`src/rtl/calc_result_acc_v_pkg.sv`:
```
// Shared constants and state encoding for the calculator result accumulator.
package calc_pkg;

   localparam int DATA_W = 9;
   localparam int ACC_W  = 12;
   localparam int CNT_W  = 4;

   typedef enum logic [1:0] {
      IDLE  = 2'b00,
      ACCUM = 2'b01,
      HOLD  = 2'b10
   } state_t;

   localparam logic signed [ACC_W-1:0] SAT_MAX = {1'b0, {(ACC_W-1){1'b1}}};
   localparam logic signed [ACC_W-1:0] SAT_MIN = {1'b1, {(ACC_W-1){1'b0}}};

endpackage

```
`src/rtl/calc_result_acc_v_if.sv`:
```
// Sample-in / statistics-out handshake bundle; master is the upstream/downstream side, slave the accumulator.
interface calc_result_acc_v_if #(
   parameter int DATA_W = calc_pkg::DATA_W,
   parameter int ACC_W  = calc_pkg::ACC_W,
   parameter int CNT_W  = calc_pkg::CNT_W
);

   logic                     i_clear;
   logic                     i_valid;
   logic                     o_ready;
   logic signed [DATA_W-1:0] i_fs;
   logic [CNT_W-1:0]         i_len;
   logic                     o_valid;
   logic                     i_ready;
   logic signed [ACC_W-1:0]  o_sum;
   logic signed [DATA_W-1:0] o_min;
   logic signed [DATA_W-1:0] o_max;
   logic [CNT_W:0]           o_count;
   logic                     o_sat;

   modport master (
      output i_clear, i_valid, i_fs, i_len, i_ready,
      input  o_ready, o_valid, o_sum, o_min, o_max, o_count, o_sat
   );

   modport slave (
      input  i_clear, i_valid, i_fs, i_len, i_ready,
      output o_ready, o_valid, o_sum, o_min, o_max, o_count, o_sat
   );

endinterface

```
`src/rtl/calc_result_acc_v_sat_add.sv`:
```
// Combinational saturating add of a sign-extended sample into the accumulator.
module sat_add_v #(
   parameter int DATA_W = calc_pkg::DATA_W,
   parameter int ACC_W  = calc_pkg::ACC_W
) (
   input  logic signed [ACC_W-1:0]  acc,
   input  logic signed [DATA_W-1:0] sample,
   output logic signed [ACC_W-1:0]  sum,
   output logic                     overflow
);

   logic signed [ACC_W:0] wide;

   // One guard bit is enough because the sample is narrower than the accumulator.
   always_comb begin
      wide     = {acc[ACC_W-1], acc} + {{(ACC_W+1-DATA_W){sample[DATA_W-1]}}, sample};
      overflow = wide[ACC_W] != wide[ACC_W-1];
      if (!overflow)
         sum = wide[ACC_W-1:0];
      else if (wide[ACC_W])
         sum = {1'b1, {(ACC_W-1){1'b0}}};
      else
         sum = {1'b0, {(ACC_W-1){1'b1}}};
   end

endmodule

```
`src/rtl/calc_result_acc_v.sv`:
```
// Frame accumulator: saturating sum, min/max and count over N samples, held until downstream takes it.
module calc_result_acc_v #(
   parameter int DATA_W = calc_pkg::DATA_W,
   parameter int ACC_W  = calc_pkg::ACC_W,
   parameter int CNT_W  = calc_pkg::CNT_W
) (
   input logic               i_clk,
   input logic               i_rst_n,
   calc_result_acc_v_if.slave bus
);

   import calc_pkg::*;

   state_t                   state;
   state_t                   next_state;
   logic signed [ACC_W-1:0]  sum_q;
   logic signed [ACC_W-1:0]  sum_add;
   logic                     add_ovf;
   logic signed [DATA_W-1:0] min_q;
   logic signed [DATA_W-1:0] max_q;
   logic [CNT_W:0]           count_q;
   logic [CNT_W:0]           len_q;
   logic [CNT_W:0]           len_first;
   logic                     sat_q;
   logic                     accept;

   assign accept    = bus.i_valid && bus.o_ready;
   assign len_first = (bus.i_len == '0) ? {1'b1, {CNT_W{1'b0}}} : {1'b0, bus.i_len};

   sat_add_v #(.DATA_W(DATA_W), .ACC_W(ACC_W)) u_sat_add (
      .acc      (sum_q),
      .sample   (bus.i_fs),
      .sum      (sum_add),
      .overflow (add_ovf)
   );

   always_ff @(posedge i_clk or negedge i_rst_n) begin
      if (!i_rst_n)
         state <= IDLE;
      else
         state <= next_state;
   end

   always_comb begin
      next_state = state;
      if (bus.i_clear) begin
         next_state = IDLE;
      end else begin
         case (state)
            IDLE:    if (accept)
                        next_state = (len_first == {{CNT_W{1'b0}}, 1'b1}) ? HOLD : ACCUM;
            ACCUM:   if (accept && ((count_q + 1'b1) == len_q))
                        next_state = HOLD;
            HOLD:    if (bus.i_ready)
                        next_state = IDLE;
            default: next_state = IDLE;
         endcase
      end
   end

   always_comb begin
      bus.o_ready = (state != HOLD);
      bus.o_valid = (state == HOLD);
   end

   // Statistics only move on an accepted sample; HOLD never accepts, so they stay stable there.
   always_ff @(posedge i_clk or negedge i_rst_n) begin
      if (!i_rst_n) begin
         sum_q   <= '0;
         min_q   <= '0;
         max_q   <= '0;
         count_q <= '0;
         len_q   <= '0;
         sat_q   <= 1'b0;
      end else if (bus.i_clear) begin
         sum_q   <= '0;
         min_q   <= '0;
         max_q   <= '0;
         count_q <= '0;
         len_q   <= '0;
         sat_q   <= 1'b0;
      end else if (accept) begin
         if (state == IDLE) begin
            sum_q   <= {{(ACC_W-DATA_W){bus.i_fs[DATA_W-1]}}, bus.i_fs};
            min_q   <= bus.i_fs;
            max_q   <= bus.i_fs;
            count_q <= {{CNT_W{1'b0}}, 1'b1};
            len_q   <= len_first;
            sat_q   <= 1'b0;
         end else begin
            sum_q   <= sum_add;
            sat_q   <= sat_q | add_ovf;
            count_q <= count_q + 1'b1;
            if (bus.i_fs < min_q)
               min_q <= bus.i_fs;
            if (bus.i_fs > max_q)
               max_q <= bus.i_fs;
         end
      end
   end

   assign bus.o_sum   = sum_q;
   assign bus.o_min   = min_q;
   assign bus.o_max   = max_q;
   assign bus.o_count = count_q;
   assign bus.o_sat   = sat_q;

endmodule

```
`src/flat_wrapper.sv`:
```
// flat-port wrapper written by rule: the top's interface ports become plain ports
module calc_result_acc_v_flat import calc_pkg::*;
#(
   parameter int DATA_W = calc_pkg::DATA_W,
   parameter int ACC_W  = calc_pkg::ACC_W,
   parameter int CNT_W  = calc_pkg::CNT_W
)
  (i_clk, i_rst_n, bus_i_clear, bus_i_valid, bus_i_fs, bus_i_len, bus_i_ready, bus_o_ready, bus_o_valid, bus_o_sum, bus_o_min, bus_o_max, bus_o_count, bus_o_sat);
  calc_result_acc_v_if #(.DATA_W(DATA_W), .ACC_W(ACC_W), .CNT_W(CNT_W)) bus_i ();
  input logic i_clk;
  input logic i_rst_n;
  input wire logic [$bits(bus_i.i_clear)-1:0] bus_i_clear;
  input wire logic [$bits(bus_i.i_valid)-1:0] bus_i_valid;
  input wire logic [$bits(bus_i.i_fs)-1:0] bus_i_fs;
  input wire logic [$bits(bus_i.i_len)-1:0] bus_i_len;
  input wire logic [$bits(bus_i.i_ready)-1:0] bus_i_ready;
  output wire logic [$bits(bus_i.o_ready)-1:0] bus_o_ready;
  output wire logic [$bits(bus_i.o_valid)-1:0] bus_o_valid;
  output wire logic [$bits(bus_i.o_sum)-1:0] bus_o_sum;
  output wire logic [$bits(bus_i.o_min)-1:0] bus_o_min;
  output wire logic [$bits(bus_i.o_max)-1:0] bus_o_max;
  output wire logic [$bits(bus_i.o_count)-1:0] bus_o_count;
  output wire logic [$bits(bus_i.o_sat)-1:0] bus_o_sat;
  assign bus_i.i_clear = bus_i_clear;
  assign bus_i.i_valid = bus_i_valid;
  assign bus_i.i_fs = bus_i_fs;
  assign bus_i.i_len = bus_i_len;
  assign bus_i.i_ready = bus_i_ready;
  assign bus_o_ready = bus_i.o_ready;
  assign bus_o_valid = bus_i.o_valid;
  assign bus_o_sum = bus_i.o_sum;
  assign bus_o_min = bus_i.o_min;
  assign bus_o_max = bus_i.o_max;
  assign bus_o_count = bus_i.o_count;
  assign bus_o_sat = bus_i.o_sat;
  calc_result_acc_v #(.DATA_W(DATA_W), .ACC_W(ACC_W), .CNT_W(CNT_W)) u_core (.i_clk(i_clk), .i_rst_n(i_rst_n), .bus(bus_i));
endmodule
```
`config.mk`:
```
export PLATFORM = sky130hd
export DESIGN_NAME = calc_result_acc_v_flat
export DESIGN_NICKNAME = d
export VERILOG_FILES = /design/src/rtl/calc_result_acc_v_pkg.sv /design/src/rtl/calc_result_acc_v_if.sv /design/src/rtl/calc_result_acc_v_sat_add.sv /design/src/rtl/calc_result_acc_v.sv /design/src/flat_wrapper.sv
export SDC_FILE = /design/constraint.sdc
export NUM_CORES = 1
export LEC_CHECK = 0
export ABC_AREA = 1
export CAP_MARGIN = 10
export CORE_MARGIN = 2
export CORE_UTILIZATION = 45
export CTS_BUF_LIST = sky130_fd_sc_hd__clkbuf_8
export CTS_CLUSTER_DIAMETER = 80
export DETAILED_ROUTE_END_ITERATION = 8
export HOLD_SLACK_MARGIN = 0.08
export PLACE_DENSITY = 0.66
export SYNTH_ARGS = -nofsm -noshare
export SYNTH_HDL_FRONTEND = slang
export SYNTH_HIERARCHICAL = 1
export SYNTH_SLANG_ARGS = --single-unit
```
`constraint.sdc`:
```
create_clock -name i_clk -period 2.65 [get_ports i_clk]
set_input_delay 0.795 -clock i_clk [delete_from_list [all_inputs] [get_ports i_clk]]
set_output_delay 0.795 -clock i_clk [all_outputs]
set_load 0.01 [all_outputs]
```
==> results by group, run 1 <==
Status
  • Status: finished, final reports clean

Clock tree
  • Clk pin slew, worst setup/hold paths: 0.08 ns
  • H-tree Lvls: 2
  • CTS tree: built
  • Num CTS Buffers: 5
  • Num Clock Sinks: 43
  • Cts hold-fix bufs: 0
  • Longest Clk Path Bufs: 2
  • Clock root buffer: clkbuf_8
  • Clock latency on the worst-skew pair: 0.29 ns

Yosys
  • Area leader, netlist: dfrtp_1
  • Syn Area/Cell: 6.96 µm²
  • Ys async rst share: 1.00
  • Post-synth EDFFs: 0
  • Synth cell types: 29
  • Post-Syn Area: 0.00335 mm²
  • Synth Warn #: 6
  • Seq/Total Area, Yosys: 0.321
  • Area share of the largest cell type after synthesis: 0.321
  • Synth top area cells: dfrtp_1 (32%), nand2_1 (18%), ha_1 (11%)
  • #FFs+latches synth: 43
  • Net count after synthesis: 530
  • Synth Flop Type: dfrtp_1
  • Post-synthesis cell count: 481

Placed design
  • Post-Place Cell Area: 0.00429 mm²
  • Gpl congestion: 0.839
  • DP Wirelength: 6800 µm
  • Pre-CTS WS: -0.425 ns
  • Port bufs: 55

Finish
  • Most common cell after layout, fill and taps aside: nand2_1
  • Most frequent cells in the layout: nand2_1 (161), inv_1 (63), clkdlybuf4s50_1 (46), buf_4 (46)
  • P&R area growth vs syn: 35.6%
  • Nets: 632
  • Final instance area: 0.00454 mm²
  • Diodes inserted: 0
  • Share of cells above drive strength 1: 0.163

STA
  • Setup TNS: 0 ns
  • Final Skew: 0.00408 ns
  • Period utilisation layout: 0.960
  • Final setup margin: 0.106 ns
  • Fmax: 0.393 GHz
  • Final Hold Fails: 0
  • Worst-Margin Slew: 0.554 ns
  • Final Setup Violations: 0
  • Final Slew Violations: 0
  • Max_slew headroom: 0.630
  • Min Tclk post-route: 2.54 ns

Die
  • Initial Util: 0.464
  • DIE AREA: 0.00815 mm²
  • Rows: 31
  • Num ports: 56
  • Die W: 90.3 µm
  • Core area: 0.00721 mm²
  • Die H: 90.3 µm

Route
  • ANT nets after route: 0
  • DRC Markers: 0
  • Number of vias per cell: 4.95
  • Routed WL: 8740 µm
  • Avg WL per Cell: 12.8 µm
  • DR vias: 3383
  • Drt first pass iters: 4
  • Iter 0 DRT Violations: 164

Min path
  • WHS Path Cells: 2
  • Worst Hold Class: flop to flop

Global routing
  • Vias in the first global route: 3185
  • Largest net degree at the start of global routing: 44
  • Initial antenna violation count: 0
  • First-pass GRT wire length: 14500 µm
  • Gr usage total: 0.215
  • Grt ovf: 0

Pwr
  • Peak VDD IR: 0.443 mV
  • PD cells: 804 mW/mm²
  • Static leakage: 0.00240 µW

Critical path
  • Max FO, Critical Path: 6
  • Worst Setup SP: bus_i_fs[3]
  • CP Capture Type: flop
  • CP Cell Sequence: clkdlybuf4s50_1 -> ha_4 -> a21oi_2 -> nand2_2 -> nand3_2 -> nand4_1 -> nand2_2 -> inv_2 -> nand2_4 -> nand2_1 -> a21oi_1 -> o21ai_0
  • Crit path largest cell delay: 0.55 ns
  • Worst setup SP type: input pin
  • Required @ worst endpoint: 2.80 ns
  • FF-to-FF setup slack: 0.47 ns
  • Arrival time at the worst endpoint: 2.70 ns
  • CP Capture Point: u_core/bus.o_sum[10]
  • Register-to-Register Path Depth: 12
  • CP Class: input pin to flop
  • Slowest CP cell: clkdlybuf4s50_1
  • Crit-path most repeated cell: nand2_2
  • Reg-to-Reg End: u_core/bus.o_sum[10]
  • Reg-to-reg startpoint: u_core/bus.o_sum[0]

Run
  • Max cap viols: 0
==> cell type report <==
class | count | area (µm²)
clock buffers | 5 | 68.8
clock inverters | 3 | 16.3
fillers | 677 | 2670
inverters | 66 | 250
multi-input cells | 366 | 2100
flip-flops and latches | 43 | 1080
well taps | 99 | 124
repair buffers | 101 | 903
==> how the worst min path moves through the flow <==
stage	from	to	slack, ns
final	u_core/bus.o_min[3]	u_core/bus.o_min[3]	0.50
after global routing	u_core/bus.o_min[3]	u_core/bus.o_min[3]	0.54
after CTS	u_core/bus.o_min[4]	u_core/bus.o_min[4]	0.51
after detailed placement	u_core/bus.o_min[4]	u_core/bus.o_min[4]	0.49
after global placement	u_core/bus.o_min[2]	u_core/bus.o_min[2]	0.48
after floorplan	u_core/len_q[0]	u_core/len_q[0]	0.49
==> power by group <==
part	switching [µW]	internal, µW
Clock	224	181
Combinational	1210	1050
Sequential	168	811
Total	1610	2050
==> sequential cells by signal, summed over array words and instances (netlist names) <==
name	count
u_core/bus.o_sum	12
u_core/bus.o_max	9
u_core/bus.o_min	9
u_core/bus.o_count	5
u_core/len_q	5
u_core/state	2
u_core/bus.o_sat	1
==> through the flow <==
step	std cells	util	power, µW	hold WS (ns)
final	683	0.629	3650	0.503
after global routing	683	0.629	3990	0.536
after CTS	680	0.614	3550	0.511
after detailed placement	670	0.595	3050	0.491
after global placement	670	0.595	3020	0.481
after floorplan	481	-	2230	0.489
==> repair_timing <==
| item | CTS | global route |
|---|---|---|
| resized for setup | 9 | 18 |
| gates cloned | 1 | 1 |
| pin swaps | 2 | 4 |
| buffers inserted | 1 | 2 |
| endpoints found under the setup margin | 12 | 13 |
==> cells in the mapped netlist, types with 5 or more instances <==
| library cell | n |
|---|---|
| nand2_1 | 162 |
| inv_1 | 64 |
| ha_1 | 30 |
| nand3_1 | 43 |
| nor2_1 | 31 |
| a21oi_1 | 17 |
| nand2_2 | 11 |
| nand4_1 | 7 |
| nor2_4 | 5 |
| o21ai_0 | 27 |
| xor2_1 | 8 |
| dfrtp_1 | 43 |
==> critical path: cells and delay by family <==
| family | cells | cell delay, ns |
|---|---|---|
| buf+inv | 2 | 0.64 |
| simple gates | 6 | 0.60 |
| compound gates | 3 | 0.42 |
| fa+ha+maj | 1 | 0.25 |
==> kinds of logic after synthesis <==
logic type	share of synthesized area
flops	0.321
simple gates	0.356
compound gates	0.0863
buf+inv	0.0897
xor+xnor	0.0288
fa+ha+maj	0.118
==> per-layer routing <==
layer / wire length [µm] / track usage
met1: 3970 / 0.280
met2: 4210 / 0.375
met3: 443 / 0.0376
met4: 107 / 0.0449
met5: 0 / 0
No activity file was read; power rests on OpenSTA's default activity.
==> inputs of run 2 (changes only) <==
--- a/config.mk
+++ b/config.mk
@@ -10,7 +10,7 @@
 export CORE_MARGIN = 2
 export CORE_UTILIZATION = 45
 export CTS_BUF_LIST = sky130_fd_sc_hd__clkbuf_8
-export CTS_CLUSTER_DIAMETER = 80
+export CTS_CLUSTER_DIAMETER = 30
 export DETAILED_ROUTE_END_ITERATION = 8
 export HOLD_SLACK_MARGIN = 0.08
 export PLACE_DENSITY = 0.66
==> results of run 2 <==
Final layout, timing and power as in run 1 (identical DEF).
==> inputs of run 3 (changes only) <==
--- a/config.mk
+++ b/config.mk
@@ -11,9 +11,11 @@
 export CORE_UTILIZATION = 45
 export CTS_BUF_LIST = sky130_fd_sc_hd__clkbuf_8
 export CTS_CLUSTER_DIAMETER = 30
+export CTS_CLUSTER_SIZE = 20
 export DETAILED_ROUTE_END_ITERATION = 8
+export GPL_TIMING_DRIVEN = 0
 export HOLD_SLACK_MARGIN = 0.08
-export PLACE_DENSITY = 0.66
+export PLACE_DENSITY = 0.69
 export SYNTH_ARGS = -nofsm -noshare
 export SYNTH_HDL_FRONTEND = slang
 export SYNTH_HIERARCHICAL = 1
==> constraint.sdc (replaced) <==
create_clock -name i_clk -period 2.3 [get_ports i_clk]
set_input_delay 0.69 -clock i_clk [delete_from_list [all_inputs] [get_ports i_clk]]
set_output_delay 0.69 -clock i_clk [all_outputs]
set_load 0.01 [all_outputs]
==> results by group, run 3 (same netlist as run 1, synthesis figures left out) <==
Route
  • Drt first pass iters: 4 (unchanged)
  • Iter 0 DRT Violations: 135 (-18%)
  • DRC Markers: 0 (unchanged)
  • Routed WL: 8780 µm (+0.49%)
  • DR vias: 3269 (-3.4%)
  • Number of vias per cell: 5.01 (+1.2%)
  • Avg WL per Cell: 13.5 µm (+5.3%)
  • ANT nets after route: 0 (unchanged)

Clock tree
  • Longest Clk Path Bufs: 2 (unchanged)
  • Cts hold-fix bufs: 0 (unchanged)
  • Num CTS Buffers: 5 (unchanged)
  • Clk pin slew, worst setup/hold paths: 0.09 ns (about the same)
  • Clock latency on the worst-skew pair: 0.30 ns (about the same)
  • CTS tree: built
  • Clock root buffer: clkbuf_8
  • Num Clock Sinks: 43 (unchanged)
  • H-tree Lvls: 2 (unchanged)

STA
  • Max_slew headroom: 0.680 (+0.0500)
  • Min Tclk post-route: 2.22 ns
  • Worst-Margin Slew: 0.479 ns (-0.0750 ns)
  • Final Hold Fails: 0 (unchanged)
  • Final Skew: 0.00751 ns (+0.00343 ns)
  • Period utilisation layout: 0.963
  • Fmax: 0.451 GHz
  • Final Setup Violations: 0 (unchanged)
  • Final Slew Violations: 0 (unchanged)

Pwr
  • Peak VDD IR: 0.499 mV (+13%)
  • Clock Power Share: 0.122 (+0.011)
  • Combinational power share: 0.604 (-0.017)
  • Static leakage: 0.00218 µW (-9.3%)
  • P_sw: 1870 µW (+16%)
  • Switching part of the total: 0.450 (+0.00983)
  • Seq pwr share: 0.274 (+0.006)
  • Int Power: 2280 µW (+12%)
  • PD cells: 960 mW/mm² (+19%)

Die
  • Die H: 90.3 µm (unchanged)
  • DIE AREA: 0.00815 mm² (unchanged)
  • Die W: 90.3 µm (unchanged)
  • Core area: 0.00721 mm² (unchanged)
  • Initial Util: 0.464 (unchanged)
  • Rows: 31 (unchanged)
  • Num ports: 56 (unchanged)

Run
  • Max cap viols: 0 (unchanged)

Finish
  • Most common cell after layout, fill and taps aside: nand2_1
  • Number of flip-flops in the largest register: 12 (unchanged)
  • P&R area growth vs syn: 29.2%
  • Final Non-Filler Cells: 652 (-4.5%)
  • Diodes inserted: 0 (unchanged)
  • Nets: 601 (-4.9%)
  • Final instance area: 0.00433 mm² (-4.7%)
  • Most frequent cells in the layout: nand2_1 (161), inv_1 (64), clkdlybuf4s50_1 (45), dfrtp_1 (43), nand3_1 (42)
  • Share of cells above drive strength 1: 0.143 (-0.0198)

Global routing
  • Vias in the first global route: 3189 (+0.13%)
  • First-pass GRT wire length: 14700 µm (+0.85%)
  • Initial antenna violation count: 0 (unchanged)
  • Largest net degree at the start of global routing: 40 (-9.1%)
  • Grt ovf: 0 (unchanged)
  • Gr usage total: 0.219 (+0.00377)

Critical path
  • CP Cell Sequence: nor2_4 -> clkdlybuf4s50_1
  • Crit path largest cell delay: 0.56 ns (about the same)
  • CP Class: flop to primary output
  • Arrival time at the worst endpoint: 1.53 ns (-1.17 ns)
  • Slowest CP cell: clkdlybuf4s50_1
  • Max FO, Critical Path: 4 (-2)
  • Worst setup SP type: flop
  • CP Capture Type: primary output
  • Required @ worst endpoint: 1.61 ns (-1.19 ns)

Status
  • Status: finished, final reports clean

Placed design
  • Post-Place Cell Area: 0.00404 mm² (-5.8%)
  • DP Wirelength: 6580 µm (-3.2%)
  • Placed Cells incl. Taps: 636 (-5.1%)
  • Gpl congestion: 0.898 (+7.0%)
  • Port bufs: 55 (unchanged)

Min path
  • Worst Hold Class: input pin to async pin
[run 3: power groups by stage]
stage	clock [µW]	sequential (µW)	combinational (µW)
finish	508	1140	2510
global route	548	1170	2780
CTS	518	1130	2400
detailed placement	0	1120	2190
global placement	0	1120	2160
floorplan	0	1160	1420
[run 3: final cells by class]
class / instances / area (µm²)
clock inverter: 3 / 23.8
clock buffer: 5 / 68.8
sequential: 43 / 1080
buffer: 8 / 50.0
inverter: 66 / 250
fill: 697 / 2890
multi-input combinational: 364 / 2150
timing repair buffer: 64 / 587
tap: 99 / 124
[run 3: what timing repair did]
| item | in CTS | in global routing |
|---|---|---|
| resized for setup | 48 | 23 |
| buffers inserted | 5 | 2 |
| gates cloned | 1 | 0 |
| endpoints found under the hold margin | 0 | 0 |
| pin swaps | 5 | 6 |
| endpoints found under the setup margin | 31 | 21 |
[run 3: worst paths after layout]
| path | start | to | slack, ns | cells after the start |
|---|---|---|---|---|
| min in group i_clk | u_core/bus.o_max[4] | u_core/bus.o_max[4] | 0.51 | 2 |
| max reg2reg | u_core/bus.o_sum[0] | u_core/bus.o_sum[5] | 0.15 | 13 |
| min | i_rst_n | u_core/bus.o_sum[4] | 0.20 | 1 |
| max in group asynchronous | i_rst_n | u_core/bus.o_sum[10] | 1.68 | 2 |
| min reg2reg | u_core/bus.o_max[4] | u_core/bus.o_max[4] | 0.51 | 2 |
| max | u_core/state[0] | bus_o_valid | 0.08 | 2 |
[run 3: metal layers]
| layer | share of wire | routed length (µm) | track usage |
|---|---|---|---|
| met1 | 0.47 | 4110 | 0.279 |
| met4 | 0.016 | 138 | 0.0500 |
| met5 | 0 | 0 | 0 |
| met2 | 0.48 | 4210 | 0.386 |
| met3 | 0.037 | 328 | 0.0392 |
[run 3: metrics by stage]
| stage | TNS [ns] | utilization | hold WS [ns] | total power, µW | worst slack [ns] |
|---|---|---|---|---|---|
| 2_1_floorplan | 0 | - | 0.394 | 2580 | 0.0129 |
| 3_3_place_gp | -42.99 | 0.558 | 0.480 | 3280 | -0.771 |
| 3_5_place_dp | -18.05 | 0.560 | 0.484 | 3320 | -0.822 |
| 4_1_cts | 0 | 0.595 | 0.193 | 4050 | 0.00262 |
| 5_1_grt | -0.00376 | 0.600 | 0.196 | 4500 | -0.00376 |
| 6_report | 0 | 0.600 | 0.197 | 4150 | 0.0841 |
[run 3: worst max-delay path: cells and delay by family (launching register included)]
| family | cells | cell delay [ns] |
|---|---|---|
| buf+inv | 1 | 0.56 |
| flops | 1 | 0.46 |
| simple gates | 1 | 0.20 |
